===== src/rtl/uart_rx_oversampled.sv =====
// Oversampling UART receiver: 2-flop input sync, mid-bit sampling,
// start-glitch rejection, parity/framing/overrun reporting.
module uart_rx_oversampled #(
    parameter int CLKS_PER_BIT = 16,
    parameter int DATA_BITS    = 8
) (
    input  logic                 clk,
    input  logic                 reset,
    input  logic                 rx,
    input  logic                 data_ack,
    output logic [DATA_BITS-1:0] data_out,
    output logic                 data_valid,
    output logic                 parity_err,
    output logic                 frame_err,
    output logic                 overrun
);

    localparam int CW = $clog2(CLKS_PER_BIT);
    localparam int IW = $clog2(DATA_BITS);
    localparam logic [CW-1:0] FULL = CW'(CLKS_PER_BIT - 1);
    localparam logic [CW-1:0] HALF = CW'(CLKS_PER_BIT / 2 - 1);
    localparam logic [IW-1:0] LAST = IW'(DATA_BITS - 1);

    typedef enum logic [2:0] {
        ARM, IDLE, START, DATA, PARITY, STOP
    } state_t;

    state_t               state;
    logic                 rx_q1;
    logic                 rx_s;
    logic [1:0]           sync_fill;
    logic [CW-1:0]        cnt;
    logic [IW-1:0]        bit_idx;
    logic [DATA_BITS-1:0] shreg;
    logic                 p_rx;
    logic                 tick;

    always_comb begin
        tick = (cnt == ((state == START) ? HALF : FULL));
    end

    always_ff @(posedge clk) begin
        if (reset) begin
            state      <= ARM;
            rx_q1      <= 1'b1;
            rx_s       <= 1'b1;
            sync_fill  <= '0;
            cnt        <= '0;
            bit_idx    <= '0;
            shreg      <= '0;
            p_rx       <= 1'b0;
            data_out   <= '0;
            data_valid <= 1'b0;
            parity_err <= 1'b0;
            frame_err  <= 1'b0;
            overrun    <= 1'b0;
        end else begin
            rx_q1      <= rx;
            rx_s       <= rx_q1;
            sync_fill  <= {sync_fill[0], 1'b1};
            parity_err <= 1'b0;
            frame_err  <= 1'b0;
            if (data_ack && data_valid) begin
                data_valid <= 1'b0;
                overrun    <= 1'b0;
            end
            unique case (state)
                // the reset-value 1s in the synchronizer are not trusted
                ARM: begin
                    if (sync_fill[1] && rx_s) state <= IDLE;
                end
                IDLE: begin
                    if (!rx_s) begin
                        state <= START;
                        cnt   <= '0;
                    end
                end
                START: begin
                    if (tick) begin
                        cnt     <= '0;
                        bit_idx <= '0;
                        state   <= rx_s ? IDLE : DATA;
                    end else begin
                        cnt <= cnt + 1'b1;
                    end
                end
                DATA: begin
                    if (tick) begin
                        cnt            <= '0;
                        shreg[bit_idx] <= rx_s;
                        bit_idx        <= bit_idx + 1'b1;
                        if (bit_idx == LAST) state <= PARITY;
                    end else begin
                        cnt <= cnt + 1'b1;
                    end
                end
                PARITY: begin
                    if (tick) begin
                        cnt   <= '0;
                        p_rx  <= rx_s;
                        state <= STOP;
                    end else begin
                        cnt <= cnt + 1'b1;
                    end
                end
                STOP: begin
                    if (tick) begin
                        cnt   <= '0;
                        state <= rx_s ? IDLE : ARM;
                        if (!rx_s) begin
                            frame_err <= 1'b1;
                        end else if (p_rx != ~(^shreg)) begin
                            parity_err <= 1'b1;
                        end else begin
                            data_out   <= shreg;
                            data_valid <= 1'b1;
                            if (data_valid && !data_ack) overrun <= 1'b1;
                        end
                    end else begin
                        cnt <= cnt + 1'b1;
                    end
                end
                default: state <= ARM;
            endcase
        end
    end

endmodule


===== config.mk =====
export PLATFORM = sky130hd
export DESIGN_NAME = uart_rx_oversampled
export DESIGN_NICKNAME = d
export VERILOG_FILES = /design/src/rtl/uart_rx_oversampled.sv
export SDC_FILE = /design/constraint.sdc
export NUM_CORES = 1
export LEC_CHECK = 0
export ABC_AREA = 1
export ABC_CLOCK_PERIOD_IN_PS = 1750
export CORE_MARGIN = 3
export CORE_UTILIZATION = 40
export DETAILED_ROUTE_END_ITERATION = 7
export PLACE_DENSITY_LB_ADDON = 0.2
export SETUP_SLACK_MARGIN = 0.4
export SLEW_MARGIN = 20
export SYNTH_ARGS = -nofsm -noshare
export SYNTH_HDL_FRONTEND = slang
export SYNTH_SLANG_ARGS = --single-unit
export TNS_END_PERCENT = 50

===== constraint.sdc =====
create_clock -name clk -period 1.75 [get_ports clk]
set_input_delay 0.175 -clock clk [delete_from_list [all_inputs] [get_ports clk]]
set_output_delay 0.175 -clock clk [all_outputs]
set_load 0.03 [all_outputs]

* Word-level counts from Yosys, hierarchy flattened *
Index checks and enable logic that the tools add are counted.
Widths: inputs -> output; s select.

operators by class
  reductions and logical operators = 18
  add/subtract/negate cells = 2
  bitwise operators = 5
  magnitude comparators = 2
  equality and inequality tests = 15
  muxes and demuxes = 34

operator list
  operator             number
  $mux 3               9
  $pmux 3 s6           1
  $mux 1               16
  $ne 2x2->1 const B   7
  $mux 4               3
  $eq 3x3->1 const B   3
  $bwmux 8             1
  $pmux 4 s2           1
  $reduce_or 4->1      2
  $reduce_xor 8->1     1
  $reduce_and 7->1     1
  $eq 3x2->1 const B   2
  $pmux 3 s2           1
  $reduce_and 2->1     3
  $not 1->1            5
  $add 4x1->4 const B  1
  $eq 4x4->1           1
  $logic_and 1x1->1    4
  $lt 3x4->1 const B   1
  $reduce_and 4->1     1
  $reduce_bool 2->1    2
  $add 3x1->3 const B  1
  $demux 1 s3          1
  $eq 3x1->1 const B   1
  other kinds (7)      7

word-level totals
  output and inout port bits = 12
  word-level logic and storage cells = 90
  register bits = 35
  input port bits = 4

* Logic depth before layout (Yosys ltp) *
  word-level depth = 7
  depth in mapped cells = 13
  depth with buffers taken out = 12

* Least setup slack after synthesis *
No wires, ideal clock.

  path type = reg-to-reg
  start = register cnt[0]
  end = register with a tool-made name
  stages on the path, launching flop included = 8
  path buffers = 1
  required time = 1.684 ns
  setup time = 0.066 ns
  arrival time = 1.370 ns
  period minus slack after synthesis = 1.436 ns
  setup slack = 0.314 ns
  path through = dfxtp_1 > ha_1 > nand2_1 > nand3b_4 > nor3_4 > buf_6 > nand3_2 > a21oi_2

RTL lines
  item                      line  text
  start: declaration        32    logic [CW-1:0] cnt;
  start signal: assignment  84    cnt <= cnt + 1'b1;
  start signal: assignment  94    cnt <= cnt + 1'b1;
  start signal: assignment  103   cnt <= cnt + 1'b1;

* Worst setup path after layout *
  start = register state[1]
  end = register shreg[6]

on the way
  cells in the longest elaborated chain, start to end = 4
  elaborated cells on any way between the ends = 5
  classes of those cells = 3 x eq/ne; 1 x mux; 1 x reduce/logical

ends and longest elaborated chain
  item                            line  text
  start: declaration              28    state_t state;
  start signal: assignment        82    state <= rx_s ? IDLE : DATA;
  start signal: assignment        109   state <= rx_s ? IDLE : ARM;
  $eq 3x2->1                      39    tick = (cnt == ((state == START) ? HALF : FULL));
  $mux 4                          39
  $eq 4x4->1                      39
  $reduce_and 2->1 (no line) (*)  -
  end signal: indexed assignment  90    shreg[bit_idx] <= rx_s;
  end: declaration                34    logic [DATA_BITS-1:0] shreg;

Mark *: on every way between the ends. The rest lies on a longest branch, timed or not.
A chain may end at the register's enable or synchronous reset.

==> qor.txt <==
Status -> complete, no violations
Switch share -> 35.0%
Crit-path max FO -> 7
Leakage power -> 0.000965 uW
Die W -> 71.9 um
Crit path DAT -> 1.68 ns
Vias in the first global route -> 1466
Setup_tns -> 0 ns
Filler cells -> 380
Hold violation total from the final report -> 0
Post-DP HPWL -> 2310 um
# clock sinks -> 35
Worst reg2reg setup slack -> 0.24 ns
Most frequent cells in the layout -> nand2_1, nor2_1, dfxtp_1, inv_1, a21oi_1
Max Slew Vio Count -> 0
Register bit total from synthesis -> 35
I/O Buffers -> 15
Internal -> 1510 uW
GRT Overall Usage -> 16.4%
Gpl congestion -> 0.815
Longest Clk Path Bufs -> 2
Antenna diode count -> 0
Synthesis Warnings -> 0
# IOs -> 16
Core ar. -> 4090 um2
Remaining Overflow, GRT -> 0
Maxcap violations -> 0
P_sw -> 812 uW
Final nets -> 295
Required time of the critical path -> 1.92 ns
RR Startpoint -> state[1]$_SDFFE_PP0P_
Largest cells by area after synthesis -> dfxtp_1, nand2_1, nor2_1, inv_1, a21oi_1
PwrDens -> 1020 nW/um2
Die Ht -> 71.9 um
Clock skew -> 0.00732 ns
Combinational power share -> 36.0%
Hold path cells -> 2
Routed via count -> 1587
Crit path kind -> reg -> reg
Reg2Reg Capture Point -> shreg[6]$_SDFFE_PP0P_
Clk slew on worst S/H paths -> 0.07 ns
CTS Buf Count -> 5
DRT iter0 DRCs -> 78
Cell Area, Synth -> 1740 um2
Initial antenna violation count -> 0
DRT Wirelength -> 3640 um
Fin crit share -> 86.4%
Starting Density -> 42.5%
First-pass GRT wire length -> 6690 um
Top cell type's share of synthesized area -> 40.3%
Final instance area -> 2270 um2
Syn Inst Count -> 251
Clk_lat worst skew -> 0.28 ns
Syn Area/Cell -> 6.92 um2
Worst hold path endpoint -> sync_fill[1]$_SDFF_PP0_
Sequential power share -> 40.0%
Layout area overhead -> 30.5%
Synth area leader -> dfxtp_1
Maximum vdd drop -> 0.891 mV
Least-Margin Pin Slew -> 0.305 ns
# DRC -> 0
Clock power share -> 24.1%
CTS tree -> yes
Most common cell after layout, fill and taps aside -> nand2_1
Drt first pass iters -> 4
CP Launch Type -> flop
Vias per cell -> 4.68
Antenna viol nets, final -> 0
Site row count -> 23
Hold Path Class -> reg -> reg
Drt wl/cell -> 10.7 um
Hold_buf cts -> 0
Multi-input combinational cell area -> 975 um2
Setup Viol. Count Final -> 0
FMAX -> 662 MHz
# H-tree levels -> 2
Slew headroom -> 79.6%
Post-DP Area -> 1950 um2
Largest net degree at the start of global routing -> 25
Register area -> 713 um2
Syn Nets -> 258
CTS root buf -> clkbuf_8
RSZ-0062 raised after global routing -> true
Share of layout cells above drive strength 1 -> 24.2%
Die area -> 5170 um2
Worst hold start -> sync_fill[0]$_DFF_P_
Post-synthesis sequential area ratio -> 40.3%
R2R cell count -> 11
Critical Path End Type -> flop
Unique masters post-synth -> 26
Period minus WS final -> 1.51 ns
[cell usage after synthesis (all sizes together)]
| library cell | count |
|---|---|
| a21oi | 21 |
| buf | 4 |
| bufbuf | 1 |
| clkbuf | 2 |
| dfxtp | 35 |
| ha | 3 |
| inv | 31 |
| nand2 | 63 |
| nand3 | 17 |
| nand3b | 2 |
| nor2 | 45 |
| nor3 | 10 |
| o21ai | 12 |
| o21bai | 1 |
| or2 | 2 |
| xnor2 | 1 |
| xor2 | 1 |
[final cells by class]
class	instances	share of cell area (%)
inverter	31	5.24
tap	50	2.76
clock buffer	7	3.37
multi-input combinational	179	43.0
timing repair buffer	36	14.0
sequential	35	31.5
clock inverter	1	0.221
[power by group through the flow]
stage	Combinational [uW]	Clock, uW	Sequential, uW
2_1_floorplan	458	0	920
3_3_place_gp	582	0	928
3_5_place_dp	585	0	932
4_1_cts	804	580	924
5_1_grt	938	613	933
6_report	835	558	927
[through the flow]
step	instances	utilization (%)	power (uW)	hold WS [ns]	setup slack, ns
CTS	336	54.1	2310	0.402	0.263
finish	339	55.5	2320	0.402	0.238
floorplan	251	-	1380	0.279	0.355
detailed placement	315	47.7	1520	0.396	0.217
global route	339	55.5	2480	0.423	0.111
global placement	315	47.7	1510	0.389	0.252
[state kept, by name, summed over array words and instances, names as in the netlist, 2 cells and up, named ones only]
register and cells:
data_out 8, shreg 8, cnt 4, bit_idx 3, state 3, sync_fill 2
[critical path: stages (launching register included)]
cell and delay (ns):
dfxtp_2 0.35, inv_4 0.04, nor2_4 0.11, nand3_1 0.16, nand2_2 0.14, nor2_4 0.04
nand2_2 0.08, buf_6 0.13, buf_4 0.11, nor2_1 0.03, o21ai_0 0.14, nor2_1 0.05
[how the worst max path moves through the flow]
stage                                        to                  start  cells after the start  slack (ns)
after detailed placement  shreg[7]$_SDFFE_PP0P_  state[1]$_SDFFE_PP0P_                     13        0.22
after floorplan                            flop  state[1]$_SDFFE_PP0P_                      9        0.35
after CTS                 shreg[7]$_SDFFE_PP0P_  state[1]$_SDFFE_PP0P_                     13        0.26
after global routing      shreg[7]$_SDFFE_PP0P_  state[1]$_SDFFE_PP0P_                     13        0.11
after global placement    shreg[7]$_SDFFE_PP0P_  state[1]$_SDFFE_PP0P_                     12        0.25
final                     shreg[6]$_SDFFE_PP0P_  state[1]$_SDFFE_PP0P_                     11        0.24
[kinds of logic after synthesis]
group | synth area share, %
and+or+nand+nor | 35.7
buffers and inverters | 10.4
DFF | 40.3
AOI/OAI and AO/OA | 10.4
adders and majority gates | 2.16
xor gates and xnor gates | 1.01
[repair_timing]
| action | in CTS | in global routing |
|---|---|---|
| pin swaps | 6 | 11 |
| endpoints found under the hold margin | 0 | 0 |
| setup endpoints to repair | 40 | 37 |
| gates resized for setup | 31 | 11 |
| gates cloned | 3 | 0 |
| setup buffers | 10 | 3 |
[layer usage]
| layer | global-route usage (%) | up-vias | wire length, um |
|---|---|---|---|
| met5 | 0 | - | 0 |
| met1 | 21.2 | 681 | 1790 |
| met3 | 4.57 | 6 | 140 |
| met2 | 26.7 | 25 | 1660 |
| met4 | 5.01 | 0 | 48 |
| li1 | - | 875 | - |
(Power assumes the default switching activity.)
